<file path="config.mk">
export PLATFORM = sky130hd
export DESIGN_NAME = axi_stream_gray_bram_writer
export DESIGN_NICKNAME = d
export VERILOG_FILES = /design/src/rtl/axi_stream_gray_bram_writer.sv
export SDC_FILE = /design/constraint.sdc
export NUM_CORES = 2
export LEC_CHECK = 0
export BUFFER_PORTS_ARGS = -buffer_cell sky130_fd_sc_hd__buf_2
export CAP_MARGIN = 20
export CORE_MARGIN = 1
export CORE_UTILIZATION = 60
export DETAILED_ROUTE_END_ITERATION = 8
export HOLD_SLACK_MARGIN = 0.08
export PLACE_DENSITY = 0.92
export SETUP_SLACK_MARGIN = 0.3
export SLEW_MARGIN = 0
export SYNTH_ARGS = -nofsm -noshare
export SYNTH_HDL_FRONTEND = slang
export SYNTH_SLANG_ARGS = --single-unit
</file>
<file path="constraint.sdc">
create_clock -name ACLK -period 42.2 [get_ports ACLK]
set_input_delay 10.55 -clock ACLK [delete_from_list [all_inputs] [get_ports ACLK]]
set_output_delay 10.55 -clock ACLK [all_outputs]
set_load 0.05 [all_outputs]
</file>
<file path="src/rtl/axi_stream_gray_bram_writer.sv">
// AXI4-Stream RGB -> 8-bit grayscale converter that packs one beat of gray pixels
// into a BRAM word and writes whole frames, strobing transfer_ready at frame end.
`timescale 1ns/1ps

module axi_stream_gray_bram_writer #(
  parameter int n             = 24,
  parameter int i             = 1,
  parameter int d             = 1,
  parameter int u             = 1,
  parameter int pixel_per_clk = 8,
  parameter int num_brams     = 1,
  parameter int addr_width    = 14,
  parameter int frame_words   = 9600
) (
  input  logic                                  ACLK,
  input  logic                                  rst,
  input  logic                                  s_TVALID,
  output logic                                  s_TREADY,
  input  logic [8*n-1:0]                        s_TDATA,
  input  logic [n-1:0]                          s_TSTRB,
  input  logic [n-1:0]                          s_TKEEP,
  input  logic                                  s_TLAST,
  input  logic [i-1:0]                          s_TID,
  input  logic [d-1:0]                          s_TDEST,
  input  logic [u-1:0]                          s_TUSER,
  output logic [num_brams-1:0]                  bram_we,
  output logic [num_brams*addr_width-1:0]       bram_addr,
  output logic [num_brams*8*pixel_per_clk-1:0]  bram_data_in,
  input  logic [num_brams*8*pixel_per_clk-1:0]  bram_data_out,
  output logic                                  transfer_ready,
  output logic                                  transfer_done
);

  localparam int WORD_W = 8 * pixel_per_clk;
  localparam int WPTR_W = (frame_words > 1) ? $clog2(frame_words) : 1;
  localparam int BANK_W = (num_brams > 1) ? $clog2(num_brams) : 1;
  localparam logic [WPTR_W-1:0] LAST_WPTR = WPTR_W'(frame_words - 1);
  localparam logic [BANK_W-1:0] LAST_BANK = BANK_W'(num_brams - 1);

  genvar gi;

  // Beat acceptance and frame position of the incoming beat
  logic                  accept;
  logic                  sof;
  logic                  frame_end;
  logic                  bank_wrap;
  logic [WPTR_W-1:0]     beat_wptr;
  logic [BANK_W-1:0]     beat_bank;
  logic [addr_width-1:0] beat_addr;

  logic [WPTR_W-1:0]     wptr_reg,  wptr_next;
  logic [BANK_W-1:0]     bank_reg,  bank_next;
  logic [addr_width-1:0] waddr_reg, waddr_next;

  // Stage 1: products plus the control that travels with them
  logic                  s1_valid_reg;
  logic                  s1_last_reg;
  logic [BANK_W-1:0]     s1_bank_reg;
  logic [addr_width-1:0] s1_addr_reg;
  logic [15:0]           prod_r_next [pixel_per_clk];
  logic [15:0]           prod_g_next [pixel_per_clk];
  logic [15:0]           prod_b_next [pixel_per_clk];
  logic [15:0]           prod_r_reg  [pixel_per_clk];
  logic [15:0]           prod_g_reg  [pixel_per_clk];
  logic [15:0]           prod_b_reg  [pixel_per_clk];

  // Stage 2 inputs
  logic [15:0]           lane_sum [pixel_per_clk];
  logic [WORD_W-1:0]     gray_word;
  logic [num_brams-1:0]  we_next;

  assign accept = s_TVALID & s_TREADY;
  assign sof    = s_TUSER[0];

  // A start-of-frame beat is placed at word 0 regardless of where the pointer was
  assign beat_wptr = sof ? '0 : wptr_reg;
  assign beat_bank = sof ? '0 : bank_reg;
  assign beat_addr = sof ? '0 : waddr_reg;

  assign frame_end = s_TLAST | (beat_wptr == LAST_WPTR);
  assign bank_wrap = (beat_bank == LAST_BANK);

  // Bank/address are kept as separate counters so no divider is needed for wptr
  always_comb begin
    wptr_next  = wptr_reg;
    bank_next  = bank_reg;
    waddr_next = waddr_reg;
    if (accept) begin
      if (frame_end) begin
        wptr_next  = '0;
        bank_next  = '0;
        waddr_next = '0;
      end else begin
        wptr_next = beat_wptr + WPTR_W'(1);
        if (bank_wrap) begin
          bank_next  = '0;
          waddr_next = beat_addr + addr_width'(1);
        end else begin
          bank_next  = beat_bank + BANK_W'(1);
          waddr_next = beat_addr;
        end
      end
    end
  end

  always_ff @(posedge ACLK) begin
    if (rst) begin
      s_TREADY     <= 1'b0;
      wptr_reg     <= '0;
      bank_reg     <= '0;
      waddr_reg    <= '0;
      s1_valid_reg <= 1'b0;
      s1_last_reg  <= 1'b0;
      s1_bank_reg  <= '0;
      s1_addr_reg  <= '0;
    end else begin
      s_TREADY     <= 1'b1;
      wptr_reg     <= wptr_next;
      bank_reg     <= bank_next;
      waddr_reg    <= waddr_next;
      s1_valid_reg <= accept;
      if (accept) begin
        s1_last_reg <= frame_end;
        s1_bank_reg <= beat_bank;
        s1_addr_reg <= beat_addr;
      end
    end
  end

  // One multiply-accumulate lane per pixel; coefficients sum to 256 so the
  // 16-bit total never overflows and its upper byte is the gray value.
  for (gi = 0; gi < pixel_per_clk; gi++) begin : g_lane
    logic [7:0] px_r, px_g, px_b;
    assign px_r = s_TDATA[24*gi      +: 8];
    assign px_g = s_TDATA[24*gi + 8  +: 8];
    assign px_b = s_TDATA[24*gi + 16 +: 8];

    assign prod_r_next[gi] = {8'd0, px_r} * 16'd77;
    assign prod_g_next[gi] = {8'd0, px_g} * 16'd150;
    assign prod_b_next[gi] = {8'd0, px_b} * 16'd29;

    assign lane_sum[gi]            = prod_r_reg[gi] + prod_g_reg[gi] + prod_b_reg[gi];
    assign gray_word[8*gi +: 8]    = lane_sum[gi][15:8];
  end

  // Product registers need no reset: they are only observed behind s1_valid_reg
  always_ff @(posedge ACLK) begin
    if (accept) begin
      prod_r_reg <= prod_r_next;
      prod_g_reg <= prod_g_next;
      prod_b_reg <= prod_b_next;
    end
  end

  for (gi = 0; gi < num_brams; gi++) begin : g_bank
    assign we_next[gi] = s1_valid_reg & (s1_bank_reg == BANK_W'(gi));
  end

  // Unselected banks see the same address/data; only their write enable differs
  always_ff @(posedge ACLK) begin
    if (rst) begin
      bram_we        <= '0;
      bram_addr      <= '0;
      bram_data_in   <= '0;
      transfer_ready <= 1'b0;
      transfer_done  <= 1'b0;
    end else begin
      bram_we        <= we_next;
      transfer_ready <= s1_valid_reg & s1_last_reg;
      if (s1_valid_reg) begin
        bram_addr    <= {num_brams{s1_addr_reg}};
        bram_data_in <= {num_brams{gray_word}};
      end
      if (s1_valid_reg & s1_last_reg) begin
        transfer_done <= 1'b1;
      end else if (accept) begin
        transfer_done <= 1'b0;
      end
    end
  end

  // Sideband inputs and the BRAM read port have no function in this block
  logic unused_inputs;
  assign unused_inputs = ^{s_TSTRB, s_TKEEP, s_TID, s_TDEST, s_TUSER, bram_data_out};

endmodule

</file>
* After elaboration in Yosys (flattened, before gate mapping)
Cells that the tools add are included.
Operators by class: $add $sub $neg 19, multipliers 24, equal/unequal tests 1, multiplexer cells 11, bitwise logic cells 5, reductions and logical operators 1
Operator list (number):
- 8-bit by 7-bit multiplier with 15-bit output (second input constant) | 16
- 15-bit by 16-bit adder with 16-bit output | 8
- 16-bit by 13-bit adder with 16-bit output | 8
- 8-bit by 5-bit multiplier with 13-bit output (second input constant) | 8
- 14-bit two-way mux | 5
- 14-bit by 1-bit adder with 14-bit output (second input constant) | 2
- 14-bit equality test (second input constant) | 1
- 1-bit two-way mux | 6
- 1-bit bitwise AND | 3
- 2-bit nonzero test | 1
- 1-bit adder (second input constant) | 1
- 1-bit NOT | 1
- 1-bit bitwise OR | 1
Storage, ports and cells: register bits 472, bits of input ports 311, output and inout bits 82, word-level logic and storage cells 98

* Logic depth before layout (Yosys ltp)
word-level depth 4, depth in mapped cells 14

* Least setup slack after synthesis
No wires, ideal clock.
path kind input to register, from in s_TVALID, to reg prod_b_reg[0] in the netlist's numbering (enable), library setup time 0.842 ns, data arrival time 20.302 ns, required time 41.358 ns, slack 21.056 ns, cell stages on the path 3, cell sequence nand2_1 inv_1 clkbuf_1
Between the ends: word-level cells in the longest chain between the ends 1
Ends and longest elaborated chain:
- start, declared | RTL line 17 | input logic s_TVALID,
- 1-bit bitwise AND | RTL line 72 | assign accept = s_TVALID & s_TREADY;
- net accept | RTL line 43 | logic accept;
- end signal, assigned | RTL line 151 | prod_b_reg <= prod_b_next;
- end, declared | RTL line 65 | logic [15:0] prod_b_reg [pixel_per_clk];
The timed path passes the listed nets, and every way through them passes these cells. A chain may end at the register's enable or synchronous reset.

==> impl_metrics.ini <==
[worst_hold_path]
hold_class = flip-flop to flip-flop
hold_depth = 2
hold_end = bram_data_in[17]
hp-start = bram_data_in[17]

[final_layout]
multi_input_comb_area_mm2 = 0.0274
area_delta_synth_final_pct = 10.4
most-common-layout-cells = ha_1, inv_1, edfxtp_1
mostFrequentLayoutCell = ha_1
layout-drive-gt1-share_pct = 9.62
final_design_area_no_fill_mm2 = 0.0472
final_net_count = 5770
area_of_all_sequential_standard_cells_mm2 = 0.0129
n_fill_cell = 4758

[synth]
netlist_top_cells_area = ha_1, edfxtp_1, fa_1
fraction_of_synthesized_area_in_multiplexers_pct = 0.541
synth-adder-area-share_pct = 40.7
asyncSetResetFlopFracSynth_pct = 0
yosysSeqAreaShare_pct = 30.0
combinational_family_with_the_most_area_after_synthesis = adder cells
postSynthRegisterBits = 470
post_synth.cell_area_avg_um2 = 10.9
synth_enable_flop_cells = 344
synth_cell_types = 83
syn-cell-area_mm2 = 0.0428
synth_compound_area_share_pct = 9.50
yosysTopAreaCell = ha_1
dominantRegCellSynth = edfxtp_1
gate_count_after_technology_mapping = 3943
synth_xor_xnor_area_share_pct = 5.18
synth_simple_gate_area_share_pct = 8.13
ys_warn_count = 0
yosys.area.top_type_share_pct = 26.5
synthesis.nets = 5464

[setup_path]
reg2reg_from = wptr_reg[0]
crit_path_dat_ns = 13.98
crit_type = input pin to flip-flop
worst-path-buf-inv = 3
critical_path.cell_chain = buf_2 > ha_1 > ha_1 > inv_1 > fa_1 > inv_1 > fa_1 > ha_1 > a21boi_1 > o21ai_0 > nand2b_1 > a31oi_1 > o311ai_0
cpMostUsedCell = ha_1
cell_family_with_most_cp_delay = adder cells
crit_slowest_cell = o311ai_0
critical_path.endpoint_type = flip-flop
reg2reg_to = wptr_reg[3]
setup.worst_path.start_class = input pin
critical-path-max-stage-delay_ns = 0.76
ff2ff_setup_slack_ns = 39.02
cp_data_required_time_ns = 42.50
worstPathMaxFanout = 4
rr_worst_depth = 8

[timing]
worst_slack_ns = 28.52
fin_crit_sh_pct = 32.4
slew_headroom_pct = 27.5
timing.fmax_mhz = 73.1
worst_hold_slack_ns = 0.443
final_hold_viol_count = 0
rsz0062_at_grt = false
final_skew_ns = 0.0266
timing.final.crit_period_ns = 13.68
slew_viol_final = 0
post_route_setup_tns_ns = 0
max_slew.worst_pin.slew_ns = 1.09
timing.final.setup_violations = 0

[clock_tree]
ctsHoldBuffers = 0
clock-root-buffer = clkbuf_16
clk_pin_slew_worst_setup_hold_paths_ns = 0.06
clk_path_buf_depth = 3
post_cts_resize_count = 0
h-tree-depth = 2
clock_latency_ns = 0.62
post_cts_buffers = 0
tritoncts = built
numClockSinks = 470
cts_inserted_buffers = 54

[power]
power_leakage_nw = 22.8
power.sequential.fraction_pct = 27.6
switchingPower_mw = 0.937
power_switching_share_pct = 39.4
power_density_mw_per_mm2 = 50.4
clkPwrFrac_pct = 21.6
ir_drop_mv = 0.0404
power_report.internal_total_mw = 1.44
proportion_of_power_drawn_by_combinational_gates_pct = 50.8

[die]
fp.coreArea_mm2 = 0.0703
dieArea_mm2 = 0.0724
floorplan.initialDensity_pct = 60.9
io-pin-count = 393
chipWidth_um = 269
die_height_um = 269
fp-row-count = 97

[run_status]
status = finished clean

[route]
viasPerCell = 5.72
drc = 0
vias = 29954
routed_wire_length_per_instance_um = 17.7
drt-total-wl_um = 93000
initialDrtViolationCount = 1644
drtPass1Iterations = 5
postRouteAntennaNets = 0

[global_routing]
globalRouteTotalUtil_pct = 26.1
initial_antenna_violation_count = 5
global_route.overflow_total = 0
wire_length_of_the_first_global_routing_pass_um = 151000
grt_max_degree = 152
grt_pass1_vias = 31659

[placement]
place_congestion = 0.876
dp_slack_ns = 28.02
io_buffer_count = 278
place_area_mm2 = 0.0453
dp.final_hpwl_um = 72900

[flow_run]
drv.max_cap_violation_count = 0
## worst register-to-register path, delay by kind of cell, from the launching register on
kind            cells  cell delay [ns]
compound gates      2             0.94
fa+ha+maj           1             0.26
flops               1             0.34
simple gates        5             1.59
## cells in the mapped netlist, types with 11 or more instances
cell type  number
a21oi_1       171
clkbuf_1       31
or4_1          13
or3_1          16
o21a_1         24
mux2i_1        22
and3_1         27
nand2b_1       33
nand4_1        25
fa_1          304
o21bai_1       24
dfxtp_1       126
ha_1          906
xnor2_1       162
nand2_1       185
nor3_1         74
nand3_1        33
nor4_1         11
inv_1         628
a21o_1         67
o31a_1         11
xor2_1         91
o21ai_0       110
nor2b_1        43
nor2_1        196
o31ai_1        13
and2_1         15
edfxtp_1      344
o21ai_1        21
o211ai_1       22
a2111oi_0      11
## logic make-up after synthesis
logic type	Yosys count
buffers and inverters	666
XOR/XNOR	253
AND/OR/NAND/NOR	716
AO/OA/AOI/OAI	605
multiplexers	23
flip-flops	470
adder cells (fa/ha/maj)	1210
## stage by stage
stage / power, mW / utilization [%] / cells
2_1_floorplan: 1.56 / - / 3943
3_3_place_gp: 1.76 / 64.4 / 5132
3_5_place_dp: 1.84 / 64.4 / 5132
4_1_cts: 2.38 / 67.2 / 5232
5_1_grt: 2.55 / 67.2 / 5237
6_report: 2.38 / 67.2 / 5239
## layer usage
layer / vias to the layer above / track usage, % / wire length [um]
met5: - / 0 / 0
met4: 0 / 12.5 / 4480
met3: 296 / 5.54 / 5720
met2: 858 / 46.8 / 46500
met1: 14460 / 29.4 / 36300
li1: 14340 / - / -
## power by group through the flow
| stage | Combinational (mW) | Sequential [mW] | Clock [mW] |
|---|---|---|---|
| finish | 1.21 | 0.656 | 0.514 |
| global route | 1.35 | 0.663 | 0.540 |
| CTS | 1.20 | 0.657 | 0.522 |
| detailed placement | 1.17 | 0.665 | 0 |
| global placement | 1.10 | 0.662 | 0 |
| floorplan | 0.855 | 0.703 | 0 |
## how the worst max path moves through the flow
| stage | start | depth (start not counted) | slack, ns | endpoint |
|---|---|---|---|---|
| 6_report | s_TDATA[4] | 13 | 28.52 | prod_r_reg[125] |
| 3_3_place_gp | s_TDATA[4] | 13 | 28.17 | prod_r_reg[125] |
| 5_1_grt | s_TDATA[17] | 13 | 28.39 | prod_b_reg[124] |
| 3_5_place_dp | s_TDATA[4] | 13 | 28.02 | prod_r_reg[125] |
| 2_1_floorplan | s_TVALID | 3 | 21.06 | prod_b_reg[0] |
| 4_1_cts | s_TDATA[4] | 13 | 28.61 | prod_r_reg[125] |
## layout make-up
type / count / area share (%)
inverters: 629 / 5.01
multi-input cells: 2807 / 58.0
clock inverters: 30 / 0.959
flip-flops and latches: 470 / 27.2
repair buffers: 287 / 3.11
well taps: 940 / 2.49
clock buffers: 70 / 3.14
diodes: 6 / 0.0318
Power figures use the tool's default switching activity.
